<file path="src/rtl/prog_sop_eval_pkg.sv">
// rtl/prog_sop_eval_pkg.sv - shared types and helpers for the programmable sum-of-products cell
package prog_sop_eval_pkg;

    typedef enum logic [1:0] {
        IDLE  = 2'd0,
        SWEEP = 2'd1,
        DONE  = 2'd2
    } sop_state_t;

    // Truth-table width for an n-input function.
    function automatic int tt_width(input int n);
        return 1 << n;
    endfunction

endpackage

</file>
<file path="src/rtl/sop_sweep_ctr.sv">
// rtl/sop_sweep_ctr.sv - truth-table index walker and ones accumulator for the minterm sweep
module sop_sweep_ctr #(
    parameter int N_IN = 3
) (
    input  logic          clk,
    input  logic          rst,
    input  logic          clr,
    input  logic          en,
    input  logic          bit_in,
    output logic [N_IN-1:0] idx,
    output logic [N_IN:0]   cnt,
    output logic [N_IN:0]   cnt_next,
    output logic          last
);

    // Running total including the bit at the current index; the top captures
    // this on the last step so the final count needs no extra cycle.
    always_comb begin
        cnt_next = cnt + (N_IN+1)'(bit_in);
        last     = &idx;
    end

    // Index and accumulator advance together, one table entry per cycle.
    always_ff @(posedge clk) begin
        if (rst || clr) begin
            idx <= '0;
            cnt <= '0;
        end else if (en) begin
            idx <= idx + N_IN'(1);
            cnt <= cnt_next;
        end
    end

endmodule

</file>
<file path="src/rtl/prog_sop_eval.sv">
// rtl/prog_sop_eval.sv - registered programmable N-input Boolean function with minterm sweep
module prog_sop_eval
    import prog_sop_eval_pkg::*;
#(
    parameter int                         N_IN    = 3,
    parameter logic [(1 << N_IN)-1:0]     TT_INIT = 8'h1A
) (
    input  logic            clk,
    input  logic            rst,
    input  logic            cfg_we,
    input  logic [N_IN-1:0] cfg_addr,
    input  logic            cfg_bit,
    input  logic            in_valid,
    output logic            in_ready,
    input  logic [N_IN-1:0] in_vec,
    output logic            out_valid,
    input  logic            out_ready,
    output logic            out_s,
    input  logic            sweep_start,
    output logic            sweep_busy,
    output logic            sweep_done,
    output logic [N_IN:0]   sweep_count
);

    localparam int TT = tt_width(N_IN);

    logic [TT-1:0]   tbl;
    sop_state_t      state, state_nxt;
    logic            ctr_clr, ctr_en, ctr_last;
    logic [N_IN-1:0] ctr_idx;
    logic [N_IN:0]   ctr_cnt, ctr_cnt_next;
    logic            accept;

    sop_sweep_ctr #(.N_IN(N_IN)) u_ctr (
        .clk      (clk),
        .rst      (rst),
        .clr      (ctr_clr),
        .en       (ctr_en),
        .bit_in   (tbl[ctr_idx]),
        .idx      (ctr_idx),
        .cnt      (ctr_cnt),
        .cnt_next (ctr_cnt_next),
        .last     (ctr_last)
    );

    // Next-state and sweep-control decode; the eval path stalls outside IDLE.
    always_comb begin
        state_nxt  = state;
        ctr_clr    = 1'b0;
        ctr_en     = 1'b0;
        case (state)
            IDLE: begin
                if (sweep_start) begin
                    state_nxt = SWEEP;
                    ctr_clr   = 1'b1;
                end
            end
            SWEEP: begin
                ctr_en = 1'b1;
                if (ctr_last) begin
                    state_nxt = DONE;
                end
            end
            DONE:    state_nxt = IDLE;
            default: state_nxt = IDLE;
        endcase
    end

    assign sweep_busy = (state == SWEEP);
    assign sweep_done = (state == DONE);
    assign in_ready   = (state == IDLE) && (!out_valid || out_ready);
    assign accept     = in_valid && in_ready;

    // FSM state register.
    always_ff @(posedge clk) begin
        if (rst) begin
            state <= IDLE;
        end else begin
            state <= state_nxt;
        end
    end

    // Truth table; writes only land in IDLE so a sweep sees a frozen table.
    always_ff @(posedge clk) begin
        if (rst) begin
            tbl <= TT_INIT;
        end else if (state == IDLE && cfg_we) begin
            tbl[cfg_addr] <= cfg_bit;
        end
    end

    // Single output register; lookup reads the pre-write table on a same-cycle write.
    always_ff @(posedge clk) begin
        if (rst) begin
            out_valid <= 1'b0;
            out_s     <= 1'b0;
        end else if (accept) begin
            out_valid <= 1'b1;
            out_s     <= tbl[in_vec];
        end else if (out_ready) begin
            out_valid <= 1'b0;
        end
    end

    // Published count updates on the last sweep step so it is final during DONE.
    always_ff @(posedge clk) begin
        if (rst) begin
            sweep_count <= '0;
        end else if (state == SWEEP && ctr_last) begin
            sweep_count <= ctr_cnt_next;
        end
    end

endmodule

</file>
<file path="config.mk">
export PLATFORM = sky130hd
export DESIGN_NAME = prog_sop_eval
export DESIGN_NICKNAME = d
export VERILOG_FILES = /design/src/rtl/prog_sop_eval_pkg.sv /design/src/rtl/sop_sweep_ctr.sv /design/src/rtl/prog_sop_eval.sv
export SDC_FILE = /design/constraint.sdc
export NUM_CORES = 1
export LEC_CHECK = 0
export ABC_AREA = 1
export CORE_MARGIN = 10
export CORE_UTILIZATION = 43
export DETAILED_ROUTE_END_ITERATION = 8
export PLACE_DENSITY = 0.68
export SYNTH_ARGS = -nofsm -noshare
export SYNTH_HDL_FRONTEND = slang
export SYNTH_SLANG_ARGS = --single-unit
</file>
<file path="constraint.sdc">
create_clock -name clk -period 4.3 [get_ports clk]
set_input_delay 0.43 -clock clk [delete_from_list [all_inputs] [get_ports clk]]
set_output_delay 0.43 -clock clk [all_outputs]
set_load 0.02 [all_outputs]
</file>
# Word-level counts from Yosys, hierarchy flattened
# Cells that the tools add are included.
[totals]
ff_bits = 23
latch_bits = 0
mem_bits_rw = 0
romBits = 0
inputBits = 13
output_inout_bits = 9
wordCells = 44
memories = 0
[op_classes]
addsub = 2
mul = 0
n_div = 0
n_lt_le_gt_ge = 4
n_eq_ne = 4
shift = 0
mux = 15
bitwise_logic = 0
n_reduce_logical = 12
[op_table]
columns = ["op", "n"]
rows = [
  ["< comparator 3 x 4 -> 1 bit, second input constant", 3],
  ["bitwise mux 8 bit", 1],
  ["two-way mux 1 bit", 8],
  ["binary-select mux 1 bit (select 3 bit)", 2],
  ["logical AND 1 bit", 5],
  ["adder 4 x 1 -> 4 bit", 1],
  ["two-way mux 2 bit", 2],
  ["case mux 2 bit (2 select lines)", 1],
  ["adder 3 x 1 -> 3 bit, second input constant", 1],
  ["demux 1 bit (select 3 bit)", 1],
  [">= comparator 3 x 1 -> 1 bit, second input constant", 1],
  ["AND reduction 3 bit", 1],
  ["equality test 2 x 1 -> 1 bit, second input constant", 1],
  ["equality test 2 bit, second input constant", 1],
  ["zero test 2 bit", 1],
  ["logical OR 1 bit", 2],
  ["!= test 2 x 1 -> 1 bit, second input constant", 1],
  ["!= test 2 bit, second input constant", 1],
  ["AND reduction 2 bit", 1],
  ["nonzero test 2 bit", 1],
  ["zero test 1 bit", 1],
]

# Logic depth before layout (Yosys ltp)
[logic_depth]
ltp_word = 5
ltp_mapped = 10
depth_no_buf = 10

# Cells and area by module
# Synthesis repeated with hierarchy kept, for this count alone.
[unflattened]
cells_unflattened = 174
area_unflattened_um2 = 1239.9
[by_module_without_submodules]
columns = ["mod", "instances", "cells_per_inst", "area_each_um2", "seq_area_each_um2"]
rows = [
  ["prog_sop_eval", 1, 131, 882.1, 320.3],
  ["sop_sweep_ctr", 1, 43, 357.8, 140.1],
]

# Worst setup path before layout
# No wires, ideal clock.
[synth_path]
path_type = "reg-to-reg"
from = "register u_ctr.idx[0]"
to = "register sweep_count[2]"
setup_time_ps = 70
t_arrival_ps = 1531
t_required_ps = 4230
setup_slack_ps = 2699
path_stages_with_launch = 10
period_less_slack_ps = 1601
cell_sequence = "dfxtp_1 inv_1 o21ai_0 nand2_1 o21a_1 ha_1 ha_1 xor2_1 nand2_1 a21oi_1"
[synth_via]
elab_chain_len = 3
elab_cells_between_ends = 5
classes_between = "add/sub (1); mux (2); reduce/logical (2)"
[synth_lines]
columns = ["element", "line", "source"]
rows = [
  ["from (decl)", "sop_sweep_ctr.sv:10", "output logic [N_IN-1:0] idx,"],
  ["from (signal assigned)", "sop_sweep_ctr.sv:29", "idx <= idx + N_IN'(1);"],
  ["binary-select mux 1 bit (select 3 bit)", "prog_sop_eval.sv:39", ".bit_in (tbl[ctr_idx]),"],
  ["two-way mux 1 bit (implied by the code)", "prog_sop_eval.sv:39", ""],
  ["adder 4 x 1 -> 4 bit", "sop_sweep_ctr.sv:19", "cnt_next = cnt + (N_IN+1)'(bit_in);"],
  ["to (signal assigned)", "prog_sop_eval.sv:110", "sweep_count <= ctr_cnt_next;"],
  ["to (decl)", "prog_sop_eval.sv:22", "output logic [N_IN:0] sweep_count"],
]
# Parallel ways exist; a longest one is shown, timed or not. The select of a mux whose other input is x is not followed.
# A chain may end at the register's enable or synchronous reset.

# Worst setup path after layout
[layout_path]
from = "register state[1]"
to = "output sweep_busy"
[layout_via]
elab_chain_len = 1
[layout_lines]
columns = ["element", "line", "source"]
rows = [
  ["from (decl)", "prog_sop_eval.sv:28", "sop_state_t state, state_nxt;"],
  ["from (signal assigned)", "prog_sop_eval.sv:79", "state <= state_nxt;"],
  ["equality test 2 x 1 -> 1 bit", "prog_sop_eval.sv:69", "assign sweep_busy = (state == SWEEP);"],
  ["to (decl)", "prog_sop_eval.sv:20", "output logic sweep_busy,"],
]
# No other way between the ends.

==> flow_metrics.tcl <==
set metrics [dict create \
    globalplace.congestion 0.786 \
    critical_path.endpoint_type "primary output" \
    wl_per_cell_um 11.6 \
    kind_of_path_behind_the_tightest_hold_check "reg -> reg" \
    finalHoldWorstSlack_ns 0.480 \
    overflow 0 \
    synth_cells 168 \
    run_status "complete, no violations" \
    insertedDiodeCount 0 \
    setup-tns-final_ns 0 \
    wire_length_of_the_first_global_routing_pass_mm 4.28 \
    hp-start "out_s$_SDFFE_PP0P_" \
    clock_tree.buffer_depth 2 \
    cts.htree.levels 1 \
    hold-path-cell-count 2 \
    design.die.area_sq_um 5290 \
    syn_area_per_cell_sq_um 7.12 \
    tightest_slew_ns 0.468 \
    timing.final.hold_violations 0 \
    layout_commonest_cell "sky130_fd_sc_hd__nand2_1" \
    post-cts-setup-buffer-count 0 \
    netlist_area_sq_um 1200 \
    crit-reg2reg-launch "u_ctr.idx[0]$_SDFFE_PP0P_" \
    vdd.ir_drop.worst_uv 168 \
    slew_violations 0 \
    distinct_cells_synth 24 \
    start_util 0.441 \
    clock-sinks 23 \
    synth-warning-count 0 \
    ys_seq_area_frac 0.385 \
    power.leakage_nw 0.639 \
    cts-buffers-inserted 3 \
    net_count_of_the_mapped_netlist 185 \
    post_cts.resized_instances 0 \
    drt-vias-per-instance 4.90 \
    cts_tree "yes" \
    crit_arrival_ns 1.82 \
    setup.worst_path.start_class "register" \
    final_count_of_negative_setup_slack_endpoints 0 \
    cap_viol_max_count 0 \
    rrSetupSlack_ns 2.43 \
    postRouteWirelength_mm 2.58 \
    drt_first_pass_iters 4 \
    route.detailed.drc 0 \
    data_required_time_at_the_worst_endpoint_ns 3.87 \
    fin_area_sq_um 1460 \
    insertion_delay_ns 0.31 \
    clk_pin_slew_worst_paths_ns 0.13 \
    portBuffers 21 \
    die-height_um 72.7 \
    nets 209 \
    grt_start_max_net_pins 13 \
    ioPinCount 22 \
    pre_cts_ws_ns 2.18 \
    worst_hold_path.endpoint "out_s$_SDFFE_PP0P_" \
    fin_util 0.539 \
    path_class "reg -> out" \
    stdcell_count 222 \
    setup_repair_after_global_routing_missed_its_margin "no" \
    r2r.worst_path.cells 9 \
    placed_cell_area_sq_um 1430 \
    ctsHoldBuffers 0 \
    num_rows 19 \
    area.growth.synth_to_final_pct 22.1 \
    power-per-cell-area_nw_per_um2 267 \
    dp.final_hpwl_mm 2.12 \
    layout_setup_ws_ns 2.05 \
    maxSlewHeadroom 0.687 \
    global_route.usage.total 0.0984 \
    clock.fmax_mhz 445 \
    antenna_violations_before_repair 0 \
    core_sq_um 2710 \
    post-place-cells 218 \
    clock_tree.root_cell "sky130_fd_sc_hd__clkbuf_4" \
    post_route_cells_drive_above_1_share 0.0785 \
    detailroute.via_count 1087 \
    critical_path_peak_fanout 10 \
    number_of_global_route_vias_before_repair 971 \
    final_min_period_over_clock_period 0.523 \
    detail-route-antenna-nets 0 \
    r2r_end "sweep_count[2]$_SDFFE_PP0P_" \
    total_power_mw 0.391 \
    finalCriticalPeriod_ns 2.25 \
    drt_first_iter_violations 63 \
    final_cell_mix "40 x sky130_fd_sc_hd__nand2_1, 25 x sky130_fd_sc_hd__inv_1, 23 x sky130_fd_sc_hd__dfxtp_1" \
    die_width_um 72.7 \
    skew_ns 0.0112 \
    postSynthRegisterBits 23 \
]
-- worst max-delay path, stage by stage, from the launching register on --
cell and delay [ns]:
sky130_fd_sc_hd__dfxtp_1 0.39, sky130_fd_sc_hd__inv_1 0.08, sky130_fd_sc_hd__nand2_2 0.18, sky130_fd_sc_hd__clkinv_1 0.25, sky130_fd_sc_hd__clkdlybuf4s50_1 0.61
-- where the power goes --
part | internal, mW | leakage [nW] | total [mW] | switching [mW]
clock network | 0.0362 | 0.0150 | 0.0987 | 0.0625
registers | 0.219 | 0.187 | 0.223 | 0.00417
logic | 0.0292 | 0.437 | 0.0690 | 0.0398
-- state kept, by name (all words and copies together), names as in the netlist --
name	count
u_ctr.idx	3
tbl	8
out_valid	1
out_s	1
state	2
u_ctr.cnt	4
sweep_count	4
-- kinds of logic after synthesis --
group / synth area share
AO/OA/AOI/OAI: 0.149
XOR/XNOR: 0.0146
adder cells (fa/ha/maj): 0.0418
buffers and inverters: 0.0973
flip-flops: 0.385
AND/OR/NAND/NOR: 0.313
-- how the worst max path moves through the flow --
stage | end | from | depth (start not counted) | slack, ns
2_1_floorplan | sweep_count[2]$_SDFFE_PP0P_ | u_ctr.idx[0]$_SDFFE_PP0P_ | 9 | 2.70
3_3_place_gp | in_ready | out_ready | 4 | 2.20
3_5_place_dp | in_ready | out_ready | 4 | 2.18
4_1_cts | sweep_busy | state[1]$_SDFFE_PP0P_ | 4 | 2.01
5_1_grt | sweep_busy | state[1]$_SDFFE_PP0P_ | 4 | 1.90
6_report | sweep_busy | state[1]$_SDFFE_PP0P_ | 4 | 2.05
-- final cells by class --
type	count	area, sq um
Inverter	28	105
Sequential cell	23	460
Fill cell	277	1250
Clock buffer	4	26.3
Tap cell	31	38.8
Timing Repair Buffer	21	210
Multi-Input combinational cell	115	619
-- layer usage --
layer	share of wire	global-route usage	vias to the layer above
met1	0.46	0.118	487
li1	-	-	583
met2	0.49	0.167	13
met5	0	0	-
met3	0.036	0.0259	4
met4	0.011	0.0295	0
-- cells in the mapped netlist --
cell / count / area share
sky130_fd_sc_hd__nor2_4: 3 / 0.028
sky130_fd_sc_hd__inv_1: 25 / 0.078
sky130_fd_sc_hd__nand3b_1: 2 / 0.013
sky130_fd_sc_hd__a31oi_1: 1 / 0.0052
sky130_fd_sc_hd__o21a_1: 3 / 0.019
sky130_fd_sc_hd__nor2_8: 1 / 0.017
sky130_fd_sc_hd__nand2_4: 1 / 0.0094
sky130_fd_sc_hd__nor3_2: 1 / 0.0084
sky130_fd_sc_hd__o21ai_1: 2 / 0.0084
sky130_fd_sc_hd__clkinv_1: 2 / 0.0063
sky130_fd_sc_hd__dfxtp_1: 23 / 0.38
sky130_fd_sc_hd__a21oi_2: 1 / 0.0073
sky130_fd_sc_hd__nand3_1: 15 / 0.063
sky130_fd_sc_hd__o21ai_0: 8 / 0.033
sky130_fd_sc_hd__buf_4: 1 / 0.0063
sky130_fd_sc_hd__nand2_1: 40 / 0.13
sky130_fd_sc_hd__ha_1: 4 / 0.042
sky130_fd_sc_hd__inv_2: 1 / 0.0031
sky130_fd_sc_hd__a21oi_1: 18 / 0.075
sky130_fd_sc_hd__nor2_1: 9 / 0.028
sky130_fd_sc_hd__clkbuf_1: 1 / 0.0031
sky130_fd_sc_hd__nand2_2: 3 / 0.016
sky130_fd_sc_hd__xor2_1: 2 / 0.015
sky130_fd_sc_hd__nor2_2: 1 / 0.0052
Note: power is estimated with default switching activity, not from simulation.
